`src/rtl/lectura_pkg.sv`:
```
`default_nettype none
// ============================================================================
// Module   : lectura_pkg
// Purpose  : Shared types and helpers for the lectura_operandos front-end:
//            operand-reader FSM states, tick period and counter widths.
// Revision : 1.0 - initial release
// ============================================================================
package lectura_pkg;

  // Reader FSM states
  typedef enum logic [2:0] {
    ST_WAIT_REL = 3'd0,
    ST_IDLE     = 3'd1,
    ST_COUNT    = 3'd2,
    ST_PEND     = 3'd3,
    ST_HELD     = 3'd4
  } estado_t;

  // Debounce stability counter width (DEB_MS is limited to 1..15)
  localparam int DEB_CNT_W = 4;

  // Number of clock cycles in one 1 ms tick period
  function automatic int tick_cyc(input int clk_hz);
    return clk_hz / 1000;
  endfunction

  // Bits needed to hold the values 0..max_val
  function automatic int cnt_w(input int max_val);
    return (max_val < 2) ? 1 : $clog2(max_val + 1);
  endfunction

endpackage
`default_nettype wire

```
`src/rtl/debounce_canal.sv`:
```
`default_nettype none
// ============================================================================
// Module   : debounce_canal
// Purpose  : One debounce channel: two-flop synchroniser, per-tick stability
//            counter and the accepted (debounced) level. A new level is
//            accepted once it has differed from the current one on DEB_MS
//            consecutive ticks and still differs on the following tick.
// Revision : 1.0 - initial release
// ============================================================================
module debounce_canal
  import lectura_pkg::*;
#(
  parameter int DEB_MS = 4
) (
  input  logic clk_i,
  input  logic rst_ni,
  input  logic tick_i,
  input  logic raw_i,
  output logic deb_o
);

  logic                 sync1_q, sync2_q;
  logic                 deb_q, deb_d;
  logic [DEB_CNT_W-1:0] cnt_q, cnt_d;

  // Stability counting is evaluated only on the shared 1 ms tick
  always_comb begin
    deb_d = deb_q;
    cnt_d = cnt_q;
    if (tick_i) begin
      if (sync2_q != deb_q) begin
        if (cnt_q == DEB_CNT_W'(DEB_MS)) begin
          deb_d = sync2_q;
          cnt_d = '0;
        end else begin
          cnt_d = cnt_q + DEB_CNT_W'(1);
        end
      end else begin
        cnt_d = '0;
      end
    end
  end

  // Synchroniser, accepted level and stability counter registers
  always_ff @(posedge clk_i or negedge rst_ni) begin
    if (!rst_ni) begin
      sync1_q <= 1'b0;
      sync2_q <= 1'b0;
      deb_q   <= 1'b0;
      cnt_q   <= '0;
    end else begin
      sync1_q <= raw_i;
      sync2_q <= sync1_q;
      deb_q   <= deb_d;
      cnt_q   <= cnt_d;
    end
  end

  assign deb_o = deb_q;

endmodule
`default_nettype wire

```
`src/rtl/lectura_operandos.sv`:
```
`default_nettype none
// ============================================================================
// Module   : lectura_operandos
// Purpose  : Booth multiplier input front-end. Debounces both operand switch
//            banks and the start button off one shared 1 ms tick, issues a
//            start after a HOLD_MS long press and presents a frozen operand
//            pair over a valid/ready handshake.
// Options  : LECTURA_REPEAT_EN - while the button stays held after an
//            accepted transfer, re-latch and re-issue every REPEAT_MS.
// Revision : 1.0 - initial release
// ============================================================================
module lectura_operandos
  import lectura_pkg::*;
#(
  parameter int CLK_HZ    = 100_000_000,
  parameter int WIDTH     = 8,
  parameter int DEB_MS    = 4,
  parameter int HOLD_MS   = 500,
  parameter int REPEAT_MS = 250
) (
  input  logic               CLK100MHZ,
  input  logic               reset_n,
  input  logic [WIDTH-1:0]   A,
  input  logic [WIDTH-1:0]   B,
  input  logic               pb_entrada,
  input  logic               op_ready,
  output logic               op_valid,
  output logic [WIDTH-1:0]   multiplicador,
  output logic [WIDTH-1:0]   multiplicando,
  output logic [2*WIDTH-1:0] LED,
  output logic               LED_pb
);

  localparam int TICK_CYC = tick_cyc(CLK_HZ);
  localparam int TICK_W   = cnt_w(TICK_CYC - 1);
  localparam int NCH      = 2 * WIDTH + 1;
  // The hold counter also times the repeat interval and the release
  // qualification after reset, so it is sized for the largest of the three.
  localparam int REL_TICKS = DEB_MS + 1;
  localparam int MAX_HR    = (HOLD_MS > REPEAT_MS) ? HOLD_MS : REPEAT_MS;
  localparam int HOLD_MAX  = (MAX_HR > REL_TICKS) ? MAX_HR : REL_TICKS;
  localparam int HOLD_W    = cnt_w(HOLD_MAX);

  logic              rst_meta_q, rst_sync_q;
  logic              rst_n_int;
  logic [TICK_W-1:0] tick_cnt_q, tick_cnt_d;
  logic              tick;
  logic [NCH-1:0]    raw_all, deb_all;
  logic              pb_deb;
  estado_t           state_q, state_d;
  logic [HOLD_W-1:0] hold_q, hold_d;
  logic [WIDTH-1:0]  mplr_q, mplr_d, mpld_q, mpld_d;

  // Reset asserts asynchronously and is released synchronously
  always_ff @(posedge CLK100MHZ or negedge reset_n) begin
    if (!reset_n) begin
      rst_meta_q <= 1'b0;
      rst_sync_q <= 1'b0;
    end else begin
      rst_meta_q <= 1'b1;
      rst_sync_q <= rst_meta_q;
    end
  end

  assign rst_n_int = rst_sync_q;

  // Free-running 1 ms tick divider, tick on the last count
  always_comb begin
    tick       = (tick_cnt_q == TICK_W'(TICK_CYC - 1));
    tick_cnt_d = tick ? '0 : tick_cnt_q + TICK_W'(1);
  end

  // Tick divider register
  always_ff @(posedge CLK100MHZ or negedge rst_n_int) begin
    if (!rst_n_int) tick_cnt_q <= '0;
    else            tick_cnt_q <= tick_cnt_d;
  end

  assign raw_all = {pb_entrada, A, B};

  for (genvar i = 0; i < NCH; i++) begin : g_canal
    debounce_canal #(
      .DEB_MS (DEB_MS)
    ) u_canal (
      .clk_i  (CLK100MHZ),
      .rst_ni (rst_n_int),
      .tick_i (tick),
      .raw_i  (raw_all[i]),
      .deb_o  (deb_all[i])
    );
  end

  assign pb_deb = deb_all[NCH-1];
  assign LED    = deb_all[2*WIDTH-1:0];
  assign LED_pb = pb_deb;

  // Reader FSM next state, hold counting and operand latch
  always_comb begin
    state_d = state_q;
    hold_d  = hold_q;
    mplr_d  = mplr_q;
    mpld_d  = mpld_q;
    case (state_q)
      // The debounced button starts at 0 after reset even if it is held, so
      // release is only trusted once it has read 0 on more ticks than a
      // debounced rise can take.
      ST_WAIT_REL: begin
        if (tick) begin
          if (pb_deb) begin
            hold_d = '0;
          end else if (hold_q == HOLD_W'(REL_TICKS)) begin
            state_d = ST_IDLE;
            hold_d  = '0;
          end else begin
            hold_d = hold_q + HOLD_W'(1);
          end
        end
      end
      ST_IDLE: begin
        hold_d = '0;
        if (pb_deb) state_d = ST_COUNT;
      end
      ST_COUNT: begin
        if (!pb_deb) begin
          state_d = ST_IDLE;
          hold_d  = '0;
        end else if (tick) begin
          if (hold_q == HOLD_W'(HOLD_MS - 1)) begin
            state_d = ST_PEND;
            hold_d  = '0;
            mplr_d  = deb_all[2*WIDTH-1:WIDTH];
            mpld_d  = deb_all[WIDTH-1:0];
          end else begin
            hold_d = hold_q + HOLD_W'(1);
          end
        end
      end
      ST_PEND: begin
        if (op_ready) begin
          state_d = pb_deb ? ST_HELD : ST_IDLE;
          hold_d  = '0;
        end
      end
      ST_HELD: begin
        if (!pb_deb) begin
          state_d = ST_IDLE;
          hold_d  = '0;
`ifdef LECTURA_REPEAT_EN
        end else if (tick) begin
          if (hold_q == HOLD_W'(REPEAT_MS - 1)) begin
            state_d = ST_PEND;
            hold_d  = '0;
            mplr_d  = deb_all[2*WIDTH-1:WIDTH];
            mpld_d  = deb_all[WIDTH-1:0];
          end else begin
            hold_d = hold_q + HOLD_W'(1);
          end
`endif
        end
      end
      default: begin
        state_d = ST_WAIT_REL;
        hold_d  = '0;
      end
    endcase
  end

  // FSM state, hold counter and latched operand registers
  always_ff @(posedge CLK100MHZ or negedge rst_n_int) begin
    if (!rst_n_int) begin
      state_q <= ST_WAIT_REL;
      hold_q  <= '0;
      mplr_q  <= '0;
      mpld_q  <= '0;
    end else begin
      state_q <= state_d;
      hold_q  <= hold_d;
      mplr_q  <= mplr_d;
      mpld_q  <= mpld_d;
    end
  end

  assign op_valid      = (state_q == ST_PEND);
  assign multiplicador = mplr_q;
  assign multiplicando = mpld_q;

endmodule
`default_nettype wire

```
`config.mk`:
```
export PLATFORM = sky130hd
export DESIGN_NAME = lectura_operandos
export DESIGN_NICKNAME = d
export VERILOG_FILES = /design/src/rtl/lectura_pkg.sv /design/src/rtl/debounce_canal.sv /design/src/rtl/lectura_operandos.sv
export SDC_FILE = /design/constraint.sdc
export NUM_CORES = 1
export LEC_CHECK = 0
export ABC_AREA = 0
export ABC_CLOCK_PERIOD_IN_PS = 4800
export CAP_MARGIN = 20
export CORE_MARGIN = 1.5
export CORE_UTILIZATION = 50
export DETAILED_ROUTE_END_ITERATION = 8
export PLACE_DENSITY = 0.78
export SLEW_MARGIN = 10
export SYNTH_ARGS = -nofsm -noshare
export SYNTH_HDL_FRONTEND = slang
export SYNTH_HIERARCHICAL = 1
export SYNTH_SLANG_ARGS = --single-unit
```
`constraint.sdc`:
```
create_clock -name CLK100MHZ -period 4.8 [get_ports CLK100MHZ]
set_clock_uncertainty 0.05 [all_clocks]
set_input_delay 0.96 -clock CLK100MHZ [delete_from_list [all_inputs] [get_ports CLK100MHZ]]
set_output_delay 0.96 -clock CLK100MHZ [all_outputs]
set_load 0.02 [all_outputs]
```
==> results.yml <==
die:
  pin_count: 54
  num_rows: 46
  die_y_um: 130
  start_util: 0.509
  die_w_um: 130
  core_area_um2: 15800
  dieArea_um2: 16900
clock_tree:
  path_clk_slew_ps: 60
  cts_sinks: 166
  root_buffer: "clkbuf_16"
  postCtsSetupBuffers: 0
  cts_resized: 0
  ctsHoldBuffers: 0
  cts_max_path_buffers: 2
  clk_latency_ps: 430
  cts_buffers: 17
  cts_tree: "built"
  htreeDepth: 4
sta:
  slew_viol_final: 0
  fin_ws_ps: 1680
  hold_violations: 0
  finalSetupViolations: 0
  min_period_over_period: 0.649
  worst_pin_slew_ps: 963
  fin_tns_setup_ps: 0
  max_slew_margin: 0.358
  rsz0062_at_grt: "false"
  timing.fmax_mhz: 321
  timing.final.crit_period_ps: 3120
layout:
  final_cells: 988
  drive_gt1_frac: 0.158
  diodes: 0
  fin_nets: 816
  fillers: 1243
  multiInputGateArea_um2: 3710
  ff_latch_area_um2: 4160
  syn_to_final_growth_pct: 18.2
yosys:
  synthCells: 689
  synth_edf_count: 0
  synth_ff_type: "dfrtp_1"
  ys_top_cells_by_count: "dfrtp_1 (166), inv_1 (46), nand3_1 (46)"
  synth-seq-area-share: 0.515
  yosys.area.top_type: "dfrtp_1"
  synth_top_area_frac: 0.515
  synth-seq-cells: 166
  synth_area_per_cell_um2: 11.7
  synthArstFlopShare: 1.00
  ys_top_cells_by_area: "dfrtp_1 (52%), ha_1 (5.7%), mux2_2 (3.2%)"
  yosys.cell_count.top_type: "dfrtp_1"
  syn_area_um2: 8060
  synth-warning-count: 6
  synth_nets: 746
  ys_types: 51
power:
  p_total_w: 0.00310
  power.density_nw_per_um2: 325
  p_leak_nw: 4.22
  ir_drop_uv: 285
grt:
  gr-usage-all-layers: 0.196
  grt_pass1_wl_um: 26100
  antenna_found_initial: 0
  grt_pass1_vias: 5669
  grt.overflow.total: 0
  grt_max_degree: 97
critical_path:
  cp_slowest_stage_delay_ps: 620
  path_max_fanout: 11
  crit_chain: "nor2b_1 -> inv_1 -> nor2_1 -> clkdlybuf4s50_1"
  cp_slowest_cell: "clkdlybuf4s50_1"
  worstPathRequired_ps: 3790
  critPathLaunchType: "flop"
  cp-end-kind: "primary output"
  path_class: "reg2out"
  crit_family: "buffers and inverters"
  cp.buffers_inverters: 2
  cp.arrival_ps: 2110
outcome:
  status: "completed"
drt:
  drt-vias-per-instance: 5.62
  vias: 5555
  dr.pass1.iters: 7
  drc_errors: 0
  wl_per_cell_um: 15.4
  drt_iter0_drc: 331
  routed_wl_um: 15200
  drtAntennaViolNets: 0
job:
  max-cap-violations: 0
hold_path:
  min_path_type: "reg2reg"
placed_design:
  place_inst: 956
  dpl.hpwl_um: 10100
  place_worst_setup_slack_ps: 2180
  routabilityCongestion: 0.835
  port_buffers: 53
[layout by cell type (no fill, tap or decap), drive strengths merged, types with 3 or more instances in the layout]
cell | synthesis | final
nand4 | 6 | 6
a21oi | 3 | 3
ha | 37 | 37
and2b | 17 | 17
o2bb2ai | 17 | 17
o22ai | 23 | 23
or3 | 3 | 3
a211oi | 6 | 6
bufinv | 0 | 6
nor2 | 22 | 22
xor2 | 26 | 26
nor4b | 18 | 18
clkbuf | 2 | 23
nor2b | 4 | 4
nand2b | 19 | 19
nand3 | 47 | 47
a21o | 17 | 17
o31ai | 17 | 17
nand2 | 30 | 30
and3 | 21 | 21
clkdlybuf4s50 | 0 | 53
mux2 | 33 | 33
xnor2 | 23 | 23
inv | 46 | 46
a22o | 17 | 17
nor3 | 6 | 6
o21ai | 40 | 40
buf | 3 | 3
dfrtp | 166 | 166
[cell type report]
type                       count  share of cell area
tap                          216              0.0284
clock buffer                  23              0.0481
clock inverter                 9              0.0207
inverter                      46              0.0181
timing repair buffer          56              0.0593
sequential                   166               0.436
multi-input combinational    472               0.389
[path summary, 6_finish.rpt]
check | from | end | slack [ps] | cells past startpoint
max | state_q[2] | op_valid | 1680 | 4
min | g_canal[1].u_canal/sync1_q | g_canal[1].u_canal/sync2_q | 300 | 0
max reg2reg | tick_cnt_q[12] | g_canal[14].u_canal/deb_o | 2140 | 5
min reg2reg | g_canal[1].u_canal/sync1_q | g_canal[1].u_canal/sync2_q | 300 | 0
max in group asynchronous | rst_n_int | g_canal[0].u_canal/deb_o | 3290 | 1
min in group asynchronous | rst_n_int | g_canal[12].u_canal/sync2_q | 420 | 0
[cell families (layout without fill, tap and decap cells)]
kind of cell,after synthesis,count (layout),share of synthesized area
xor gates and xnor gates,49,49,0.0532
adders and majority gates,37,37,0.0574
and+or+nand+nor,202,202,0.163
DFF,166,166,0.515
muxes,33,33,0.0507
buffers and inverters,51,134,0.0250
AOI/OAI and AO/OA,150,150,0.135
other,1,1,0.000465
[layer usage]
metal,GRT usage,vias to the layer above,routed length (um)
met5,0,-,0
met4,0.0758,0,242
met3,0.0570,24,715
met2,0.329,135,7440
met1,0.239,2759,6780
li1,-,2637,-
[stage by stage]
stage | instance area (um^2) | hold slack [ps] | utilization
6_report | 9530 | 296 | 0.602
5_1_grt | 9530 | 304 | 0.602
4_1_cts | 9530 | 298 | 0.602
3_5_place_dp | 8870 | 285 | 0.561
3_3_place_gp | 8870 | 283 | 0.561
2_1_floorplan | 8060 | 281 | -
[report_power, final]
group / internal, W / switching, W
registers: 0.00142 / 0.0000328
logic: 0.0000576 / 0.0000721
clock network: 0.000987 / 0.000528
[flip-flops by register name (all words and copies together) (netlist names)]
| signal | flops |
|---|---|
| tick_cnt_q | 17 |
| multiplicador | 8 |
| state_q | 3 |
| rst_n_int | 1 |
| g_canal.u_canal/deb_o | 17 |
| g_canal.u_canal/cnt_q | 68 |
| rst_meta_q | 1 |
| g_canal.u_canal/sync1_q | 17 |
| hold_q | 9 |
| multiplicando | 8 |
| g_canal.u_canal/sync2_q | 17 |
Power figures use the tool's default switching activity.
